**src/rtl/game_master_pkg.sv**
```systemverilog
// Shared definitions for the shooter game master: state encoding (also used by
// the debug display) and a small popcount helper for scoring multi-target hits.
package game_master_pkg;

    localparam logic [2:0] ST_START_GAME  = 3'd0;
    localparam logic [2:0] ST_START_ROUND = 3'd1;
    localparam logic [2:0] ST_AIM         = 3'd2;
    localparam logic [2:0] ST_SHOOT       = 3'd3;
    localparam logic [2:0] ST_END_ROUND   = 3'd4;
    localparam logic [2:0] ST_END_GAME    = 3'd5;

    typedef enum logic [2:0] {
        START_GAME  = ST_START_GAME,
        START_ROUND = ST_START_ROUND,
        AIM         = ST_AIM,
        SHOOT       = ST_SHOOT,
        END_ROUND   = ST_END_ROUND,
        END_GAME    = ST_END_GAME
    } game_state_e;

    function automatic logic [3:0] popcount8(input logic [7:0] v);
        logic [3:0] c;
        c = '0;
        for (int i = 0; i < 8; i++) begin
            c = c + {3'b000, v[i]};
        end
        return c;
    endfunction

endpackage

```
**src/rtl/game_master_key_edge.sv**
```systemverilog
// Rising-edge detector for the launch key; the history register resets to 1 so a
// key held down through reset is not mistaken for a fresh press.
module game_master_key_edge (
    input  logic clk_i,
    input  logic rst_i,
    input  logic key_i,
    output logic fire_o
);

    logic key_q;

    always_ff @(posedge clk_i) begin
        if (rst_i) begin
            key_q <= 1'b1;
        end else begin
            key_q <= key_i;
        end
    end

    assign fire_o = key_i & ~key_q;

endmodule

```
**src/rtl/game_master_fsm_param.sv**
```systemverilog
// Game master for the shooter game: sequences rounds, drives sprite strobes, and
// keeps score/lives. Define GAME_MASTER_TIMER_EN to enable the end-of-game timer.
module game_master_fsm_param
    import game_master_pkg::*;
#(
    parameter  int N_TARGETS = 3,
    parameter  int MAX_LIVES = 3,
    parameter  int WIN_SCORE = 3,
    localparam int SW        = $clog2(WIN_SCORE + 1),
    localparam int LW        = $clog2(MAX_LIVES + 1)
) (
    input  logic                 clk_i,
    input  logic                 rst_i,
    input  logic                 launch_key_i,
    input  logic [N_TARGETS-1:0] target_within_screen_i,
    input  logic                 bullet_within_screen_i,
    input  logic                 spaceship_within_screen_i,
    input  logic                 collision_i,
    input  logic [N_TARGETS-1:0] collision_bullet_i,
    input  logic                 end_of_game_timer_running_i,
    output logic [N_TARGETS-1:0] target_write_xy_o,
    output logic [N_TARGETS-1:0] target_write_dxy_o,
    output logic [N_TARGETS-1:0] target_enable_update_o,
    output logic                 bullet_write_xy_o,
    output logic                 bullet_write_dxy_o,
    output logic                 bullet_enable_update_o,
    output logic                 spaceship_write_xy_o,
    output logic                 spaceship_write_dxy_o,
    output logic                 spaceship_enable_update_o,
    output logic [MAX_LIVES-1:0] heart_visible_o,
    output logic                 end_of_game_timer_start_o,
    output logic                 game_won_o,
    output logic                 game_over_o,
    output logic [SW-1:0]        score_o,
    output logic [LW-1:0]        n_lives_o,
    output logic [2:0]           state_dbg_o
);

    localparam logic [SW-1:0] WIN_S      = SW'(WIN_SCORE);
    localparam logic [LW-1:0] LIVES_INIT = LW'(MAX_LIVES);

    game_state_e          state_q;
    logic                 shoot_first_q;
    logic [N_TARGETS-1:0] alive_q;
    logic [SW-1:0]        score_q;
    logic [LW-1:0]        lives_q;
    logic [MAX_LIVES-1:0] heart_q;
    logic                 won_q;
    logic                 over_q;
    logic [N_TARGETS-1:0] t_wxy_q;
    logic [N_TARGETS-1:0] t_wdxy_q;
    logic [N_TARGETS-1:0] t_en_q;
    logic                 b_wxy_q;
    logic                 b_wdxy_q;
    logic                 b_en_q;
    logic                 s_wxy_q;
    logic                 s_wdxy_q;
    logic                 s_en_q;
    logic                 timer_start_q;

    logic                 fire;
    logic [N_TARGETS-1:0] hit_d;
    logic [3:0]           hit_cnt_d;
    logic [SW+3:0]        score_sum_d;
    logic [SW-1:0]        score_sat_d;
    logic [LW-1:0]        lives_dec_d;
    logic                 alive_off_d;
    logic [N_TARGETS-1:0] round_mask_d;
    logic                 timer_expired_d;
    logic                 timer_pulse_d;

    game_master_key_edge u_key_edge (
        .clk_i  (clk_i),
        .rst_i  (rst_i),
        .key_i  (launch_key_i),
        .fire_o (fire)
    );

`ifdef GAME_MASTER_TIMER_EN
    assign timer_expired_d = ~end_of_game_timer_running_i;
    assign timer_pulse_d   = 1'b1;
`else
    logic timer_running_unused;
    assign timer_running_unused = end_of_game_timer_running_i;
    assign timer_expired_d      = 1'b0;
    assign timer_pulse_d        = 1'b0;
`endif

    function automatic logic [MAX_LIVES-1:0] hearts_for(input logic [LW-1:0] n);
        logic [MAX_LIVES-1:0] h;
        for (int k = 0; k < MAX_LIVES; k++) begin
            h[k] = (int'(n) > k);
        end
        return h;
    endfunction

    // Scoring saturates at the win score even if several targets fall at once.
    assign hit_d        = collision_bullet_i & alive_q;
    assign hit_cnt_d    = popcount8(8'(hit_d));
    assign score_sum_d  = (SW+4)'(score_q) + (SW+4)'(hit_cnt_d);
    assign score_sat_d  = (score_sum_d >= (SW+4)'(WIN_SCORE)) ? WIN_S : score_sum_d[SW-1:0];
    assign lives_dec_d  = (lives_q == '0) ? '0 : lives_q - 1'b1;
    assign alive_off_d  = |(alive_q & ~target_within_screen_i);
    assign round_mask_d = (alive_q == '0) ? '1 : alive_q;

    always_ff @(posedge clk_i) begin
        if (rst_i) begin
            state_q       <= START_GAME;
            shoot_first_q <= 1'b0;
            alive_q       <= '1;
            score_q       <= '0;
            lives_q       <= LIVES_INIT;
            heart_q       <= '1;
            won_q         <= 1'b0;
            over_q        <= 1'b0;
            t_wxy_q       <= '0;
            t_wdxy_q      <= '0;
            t_en_q        <= '0;
            b_wxy_q       <= 1'b0;
            b_wdxy_q      <= 1'b0;
            b_en_q        <= 1'b0;
            s_wxy_q       <= 1'b0;
            s_wdxy_q      <= 1'b0;
            s_en_q        <= 1'b0;
            timer_start_q <= 1'b0;
        end else begin
            t_wxy_q       <= '0;
            t_wdxy_q      <= '0;
            t_en_q        <= '0;
            b_wxy_q       <= 1'b0;
            b_wdxy_q      <= 1'b0;
            b_en_q        <= 1'b0;
            s_wxy_q       <= 1'b0;
            s_wdxy_q      <= 1'b0;
            s_en_q        <= 1'b0;
            timer_start_q <= 1'b0;
            shoot_first_q <= 1'b0;
            case (state_q)
                START_GAME: begin
                    score_q       <= '0;
                    lives_q       <= LIVES_INIT;
                    heart_q       <= '1;
                    alive_q       <= '1;
                    won_q         <= 1'b0;
                    over_q        <= 1'b0;
                    timer_start_q <= timer_pulse_d;
                    state_q       <= START_ROUND;
                end
                START_ROUND: begin
                    alive_q  <= round_mask_d;
                    t_wxy_q  <= round_mask_d;
                    t_wdxy_q <= round_mask_d;
                    b_wxy_q  <= 1'b1;
                    s_wxy_q  <= 1'b1;
                    state_q  <= AIM;
                end
                AIM: begin
                    t_en_q <= alive_q;
                    if (timer_expired_d) begin
                        over_q  <= 1'b1;
                        state_q <= END_GAME;
                    end else if (collision_i) begin
                        lives_q <= lives_dec_d;
                        heart_q <= hearts_for(lives_dec_d);
                        state_q <= END_ROUND;
                    end else if (fire) begin
                        shoot_first_q <= 1'b1;
                        state_q       <= SHOOT;
                    end else if (alive_off_d || !spaceship_within_screen_i) begin
                        state_q <= END_ROUND;
                    end
                end
                SHOOT: begin
                    t_en_q   <= alive_q;
                    b_en_q   <= 1'b1;
                    s_en_q   <= 1'b1;
                    b_wdxy_q <= shoot_first_q;
                    s_wdxy_q <= shoot_first_q;
                    if (timer_expired_d) begin
                        over_q  <= 1'b1;
                        state_q <= END_GAME;
                    end else if (collision_i) begin
                        lives_q <= lives_dec_d;
                        heart_q <= hearts_for(lives_dec_d);
                        state_q <= END_ROUND;
                    end else if (hit_d != '0) begin
                        score_q <= score_sat_d;
                        alive_q <= alive_q & ~hit_d;
                        state_q <= END_ROUND;
                    end else if (!bullet_within_screen_i || alive_off_d ||
                                 !spaceship_within_screen_i) begin
                        state_q <= END_ROUND;
                    end
                end
                END_ROUND: begin
                    if (score_q == WIN_S) begin
                        won_q   <= 1'b1;
                        state_q <= END_GAME;
                    end else if (lives_q == '0) begin
                        over_q  <= 1'b1;
                        state_q <= END_GAME;
                    end else begin
                        state_q <= START_ROUND;
                    end
                end
                END_GAME: begin
                    if (fire) begin
                        state_q <= START_GAME;
                    end
                end
                default: state_q <= START_GAME;
            endcase
        end
    end

    assign target_write_xy_o         = t_wxy_q;
    assign target_write_dxy_o        = t_wdxy_q;
    assign target_enable_update_o    = t_en_q;
    assign bullet_write_xy_o         = b_wxy_q;
    assign bullet_write_dxy_o        = b_wdxy_q;
    assign bullet_enable_update_o    = b_en_q;
    assign spaceship_write_xy_o      = s_wxy_q;
    assign spaceship_write_dxy_o     = s_wdxy_q;
    assign spaceship_enable_update_o = s_en_q;
    assign heart_visible_o           = heart_q;
    assign end_of_game_timer_start_o = timer_start_q;
    assign game_won_o                = won_q;
    assign game_over_o               = over_q;
    assign score_o                   = score_q;
    assign n_lives_o                 = lives_q;
    assign state_dbg_o               = state_q;

endmodule

```
**config.mk**
```make
export PLATFORM = sky130hd
export DESIGN_NAME = game_master_fsm_param
export DESIGN_NICKNAME = d
export VERILOG_FILES = /design/src/rtl/game_master_pkg.sv /design/src/rtl/game_master_key_edge.sv /design/src/rtl/game_master_fsm_param.sv
export SDC_FILE = /design/constraint.sdc
export NUM_CORES = 1
export LEC_CHECK = 0
export BUFFER_PORTS_ARGS = -buffer_cell sky130_fd_sc_hd__buf_2
export CAP_MARGIN = 20
export CORE_MARGIN = 2
export CORE_UTILIZATION = 35
export CTS_CLUSTER_DIAMETER = 200
export DETAILED_ROUTE_END_ITERATION = 16
export PLACE_DENSITY = 0.57
export SLEW_MARGIN = 5
export SYNTH_ARGS = -nofsm -noshare
export SYNTH_HDL_FRONTEND = slang
export SYNTH_SLANG_ARGS = --single-unit
```
**constraint.sdc**
```tcl
create_clock -name clk_i -period 2.5 [get_ports clk_i]
set_input_delay 0.125 -clock clk_i [delete_from_list [all_inputs] [get_ports clk_i]]
set_output_delay 0.125 -clock clk_i [all_outputs]
set_load 0.1 [all_outputs]
```
# After elaboration in Yosys (flattened, before gate mapping)
# Cells that the tools add are included.
dict set report classes {
  mux 31
  eq_ne 15
  n_addsub 4
  order_cmp 4
  bitwise_logic 11
  n_reduce_logical 25
}
# operator count
set op_table {}
lappend op_table {{$mux 3} 13}
lappend op_table {{$pmux 3 s6} 1}
lappend op_table {{$ne 2x2->1 const B} 6}
lappend op_table {{$reduce_and 3->1} 4}
lappend op_table {{$mux 2} 5}
lappend op_table {{$and 3x3->3} 3}
lappend op_table {{$pmux 3 s3} 1}
lappend op_table {{$ne 4x4->1 const B} 2}
lappend op_table {{$pmux 2 s2} 2}
lappend op_table {{$reduce_or 2->1} 4}
lappend op_table {{$eq 3x2->1 const B} 2}
lappend op_table {{$eq 3x3->1 const B} 2}
lappend op_table {{$logic_not 3->1} 2}
lappend op_table {{$mux 1} 6}
lappend op_table {{$not 3->3} 2}
lappend op_table {{$pmux 3 s2} 1}
lappend op_table {{$reduce_bool 2->1} 3}
lappend op_table {{$reduce_bool 3->1} 2}
lappend op_table {{$reduce_or 3->1} 2}
lappend op_table {{$not 1->1} 5}
lappend op_table {{$add 2x3->4} 1}
lappend op_table {{$ge 4x2->1 const B} 1}
lappend op_table {{$gt 2x1->1 const B} 2}
lappend op_table {{$pmux 1 s2} 2}
lappend op_table {{other kinds (12)} 16}
dict set report word_totals {
  input_bits 13
  out_inout_bits 28
  word_cells 104
  reg_bits 26
}

# Longest topological paths before layout
dict set report logic_depth {
  depth_word 9
  depth_mapped 6
  ltp_nobuf 6
}

# Modules after synthesis
# Synthesis repeated with hierarchy kept, for this count alone.
dict set report unflattened {
  cells_unflattened 132
  area_unflattened_um2 1305.0
}
# mod cells_each instances area_each_um2 seq_area_each_um2
set modules_own_cells {}
lappend modules_own_cells {game_master_fsm_param 129 1 1272.5 480.5}
lappend modules_own_cells {game_master_key_edge 3 1 32.5 20.0}

# Least setup slack after synthesis
# OpenSTA, ideal clock, no wires.
dict set report synth_timing {
  kind {register to register}
  start {register score_q[0], in the netlist score_o[0]}
  end {register score_q[1], in the netlist score_o[1]}
  period_less_slack_ns 2.512
  arrival_time_ns 2.386
  path_buffers 0
  path_slack_ns -0.012
  t_required_ns 2.374
  setup_time_ns 0.126
  stages_incl_launch_ff 6
  cell_sequence {dfxtp_1 fa_1 ha_1 fa_1 o21ai_0 mux2i_1}
}
dict set report synth_via {
  elab_chain_len 6
}
# element line_no
set synth_lines {}
lappend synth_lines {{from (decl)} game_master_fsm_param.sv:45} ;# logic [SW-1:0] score_q;
lappend synth_lines {{from (signal assigned)} game_master_fsm_param.sv:187} ;# score_q <= score_sat_d;
lappend synth_lines {{$add 2x3->4 (*)} game_master_fsm_param.sv:100} ;# assign score_sum_d = (SW+4)'(score_q) + (SW+4)'(hit_cnt_d);
lappend synth_lines {{$ge 4x2->1} game_master_fsm_param.sv:101} ;# assign score_sat_d = (score_sum_d >= (SW+4)'(WIN_SCORE)) ? WIN_S : score_sum_d[SW-1:0];
lappend synth_lines {{$mux 2 (*)} game_master_fsm_param.sv:101}
lappend synth_lines {{$mux 2 (*)} game_master_fsm_param.sv:186} ;# end else if (hit_d != '0) begin
lappend synth_lines {{$mux 2 (*)} game_master_fsm_param.sv:182} ;# end else if (collision_i) begin
lappend synth_lines {{$pmux 2 s2 (*)} game_master_fsm_param.sv:138} ;# case (state_q)
# Mark *: on every way between the ends. The rest lies on a longest branch, timed or not. The select of a mux whose other input is x is not followed.
# A chain may end at the register's enable or synchronous reset.

# Final worst setup path
dict set report layout_timing {
  start {register alive_q[0]}
  end {register score_q[1], in the netlist score_o[1]}
}
dict set report layout_via {
  elab_chain_len 9
  word_cells_on_any_way 12
  classes_between {3 x add/sub; 1 x order compare; 1 x eq/ne; 4 x mux; 1 x bitwise; 2 x reduce/logical}
}
# element line_no
set layout_lines {}
lappend layout_lines {{from (decl)} game_master_fsm_param.sv:44} ;# logic [N_TARGETS-1:0] alive_q;
lappend layout_lines {{from (signal assigned)} game_master_fsm_param.sv:150} ;# alive_q <= round_mask_d;
lappend layout_lines {{from (signal assigned)} game_master_fsm_param.sv:188} ;# alive_q <= alive_q & ~hit_d;
lappend layout_lines {{$and 3x3->3 (*)} game_master_fsm_param.sv:98} ;# assign hit_d = collision_bullet_i & alive_q;
lappend layout_lines {{$add 1x1->2} game_master_pkg.sv:25} ;# c = c + {3'b000, v[i]};
lappend layout_lines {{$add 2x1->3} game_master_pkg.sv:25}
lappend layout_lines {{$add 2x3->4} game_master_fsm_param.sv:100}
lappend layout_lines {{$ge 4x2->1} game_master_fsm_param.sv:101}
lappend layout_lines {{$mux 2} game_master_fsm_param.sv:101}
lappend layout_lines {{$mux 2} game_master_fsm_param.sv:186}
lappend layout_lines {{$mux 2} game_master_fsm_param.sv:182}
lappend layout_lines {{$pmux 2 s2} game_master_fsm_param.sv:138}
# Marked as above.

==> flow_summary.ini <==
[timing]
slew_headroom_pct = 62.2
setup_viol = 0
grt_setup_unrepaired = no
max_freq_mhz = 483
slew_violations = 0
period_share_pct = 82.7
holdWs_ps = 22.1
finalCriticalPeriod_ps = 2070
hold_viol = 0
clock_skew_ps = 4.88
tns_ps = 0
worst_pin_slew_ps = 565

[clock_network]
cts.sinks = 25
hold_buffers = 0
cts-resized-gates = 0
clock_path_buffers = 2
clock_latency_ps = 320
postCtsSetupBuffers = 0
cts_tree = done
cts.clk_slew.worst_paths_ps = 140
cts_made_buffers = 3
cts_max_level = 1
clock-root-buffer = clkbuf_4

[placement]
dp_cells = 212
hpwl_microns = 1950
dpl_cell_area_sq_mm = 0.00142
routabilityCongestion = 0.780
port_buffers = 38

[floorplan]
die_w_microns = 63.9
row_count = 21
die_y_microns = 63.9
initial_core_util_pct = 37.0
die_area_sq_mm = 0.00408
io_pins = 41
core_sq_mm = 0.00339

[route]
wire_per_inst_microns = 12.2
wl_microns = 2640
avgViaCountPerCell = 4.84
num_vias = 1046
dr.pass1.iters = 4
drc = 0
ant_nets = 0
drt_iter0_markers = 28

[layout]
diodes = 0
final_core_util_pct = 42.8
nNetsFinal = 187
final_common_cell = buf_2
drive_gt1_share_pct = 34.1
fin_cells = 216
area_delta_synth_final_pct = 15.8
fin_area_sq_mm = 0.00145
layout_common_cells = buf_2, dfxtp_1, nor2_1, a21oi_1, nand2_1
n_fill_cell = 360

[setup_path]
critPathMostFrequentCell = fa_1
cp_max_fo = 8
cp_cell_sequence = and2_1 > fa_1 > ha_1 > fa_1 > o21ai_0 > mux2i_1
critPathRequiredTime_ps = 2710
arrival_ps = 2280
cp-end-kind = flip-flop
crit_slowest_cell = dfxtp_1
path_delay_family = adder cells
worstSetupStartpointType = flip-flop
slowest_delay_ps = 480
path_class = reg -> reg
path_buf_inv = 0

[global_route]
grt_pass1_wl_microns = 4580
grt_pass1_vias = 995
grt_max_degree = 20
antenna_found_initial = 0
grt.overflow.total = 0
grt_usage_pct = 14.0

[synth]
ys.flop_type = dfxtp_1
yosys.area.top_type = dfxtp_1
synth_top_area_share_pct = 39.9
synth_edf_count = 0
syn_area_per_cell_sq_um = 8.89
synth_cells = 141
synth.yosys.seq_area_share_pct = 39.9
synthArstFlopShare_pct = 0
ys_warn_count = 0
yosys-top-cells-area = dfxtp_1, buf_4, nor2_1, a21oi_1, fa_1
synthDistinctLibCells = 45
ys_ff_latch = 25
syn_area_sq_mm = 0.00125
syn-num-nets = 157

[power_and_ir_drop]
ir_drop_mv = 0.264
powerDensity_mw_per_mm2 = 628
p_leak_nw = 0.657

[status]
status = complete, no violations

[job]
timing.max_cap.violations = 0

[hold_path]
hp-class = in -> reg
report_power, final:
part	total [mW]	switching, mW	leakage, nW	internal (mW)
registers	0.446	0.0289	0.204	0.417
logic	0.280	0.214	0.439	0.0656
clock network	0.185	0.124	0.0139	0.0610
total	0.911	0.367	0.657	0.544
cells by family after synthesis:
| kind of cell | count (synthesis) | share of synthesized area (%) |
|---|---|---|
| simple gates | 56 | 25.4 |
| compound gates | 36 | 20.6 |
| flops | 25 | 39.9 |
| buf+inv | 18 | 7.98 |
| fa+ha+maj | 3 | 4.19 |
| mux | 2 | 1.60 |
| other cells | 1 | 0.299 |
final timing paths:
kind,startpoint,end,slack [ps],depth (start not counted)
worst max-delay path,alive_q[0],score_o[1],430,6
worst min register to register,game_won_o,game_won_o,490,2
worst min-delay path,launch_key_i,u_key_edge.key_q,20,2
worst max register to register,alive_q[0],score_o[1],430,6
registers in the layout (all words and copies together), names as in the netlist:
register and cells:
heart_visible_o 2, spaceship_enable_update_o 1, spaceship_write_xy_o 1, state_dbg_o 3, target_write_dxy_o 3, n_lives_o 2, spaceship_write_dxy_o 1, score_o 2
game_over_o 1, alive_q 3, shoot_first_q 1, target_enable_update_o 3, game_won_o 1, u_key_edge.key_q 1
worst reg2reg max path: stages (launching register included):
cell	delay (ps)
dfxtp_1	480
and2_1	180
fa_1	410
ha_1	200
fa_1	420
o21ai_0	180
mux2i_1	90
Yosys cell counts, types with 3 or more instances:
master     n
dfxtp_1   25
nor2_1    15
a21oi_1   11
nand2_1   10
buf_4      8
o21ai_0    6
and2_1     5
inv_1      4
nand2b_1   4
o21bai_1   4
clkbuf_1   3
nor2b_1    3
o21ba_2    3
stage by stage:
stage	worst slack, ps	total power, mW
2_1_floorplan	367	0.693
3_3_place_gp	479	0.734
3_5_place_dp	455	0.735
4_1_cts	410	0.920
5_1_grt	267	0.962
6_report	431	0.911
layout make-up:
class / instances / area [sq um] / share of cell area [%]
Multi-Input combinational cell: 98 / 653 / 45.0
Clock buffer: 3 / 22.5 / 1.55
Inverter: 5 / 18.8 / 1.29
Clock inverter: 1 / 7.51 / 0.517
Timing Repair Buffer: 38 / 190 / 13.1
Tap cell: 46 / 57.6 / 3.97
Sequential cell: 25 / 502 / 34.6
routing by layer:
metal | vias up | share of wire [%] | track usage [%]
met1 | 484 | 47 | 18.8
met2 | 24 | 47 | 22.7
met3 | 2 | 4.1 | 2.29
li1 | 536 | - | -
met5 | - | 0 | 0
met4 | 0 | 1.1 | 4.89
Power figures use the tool's default switching activity.
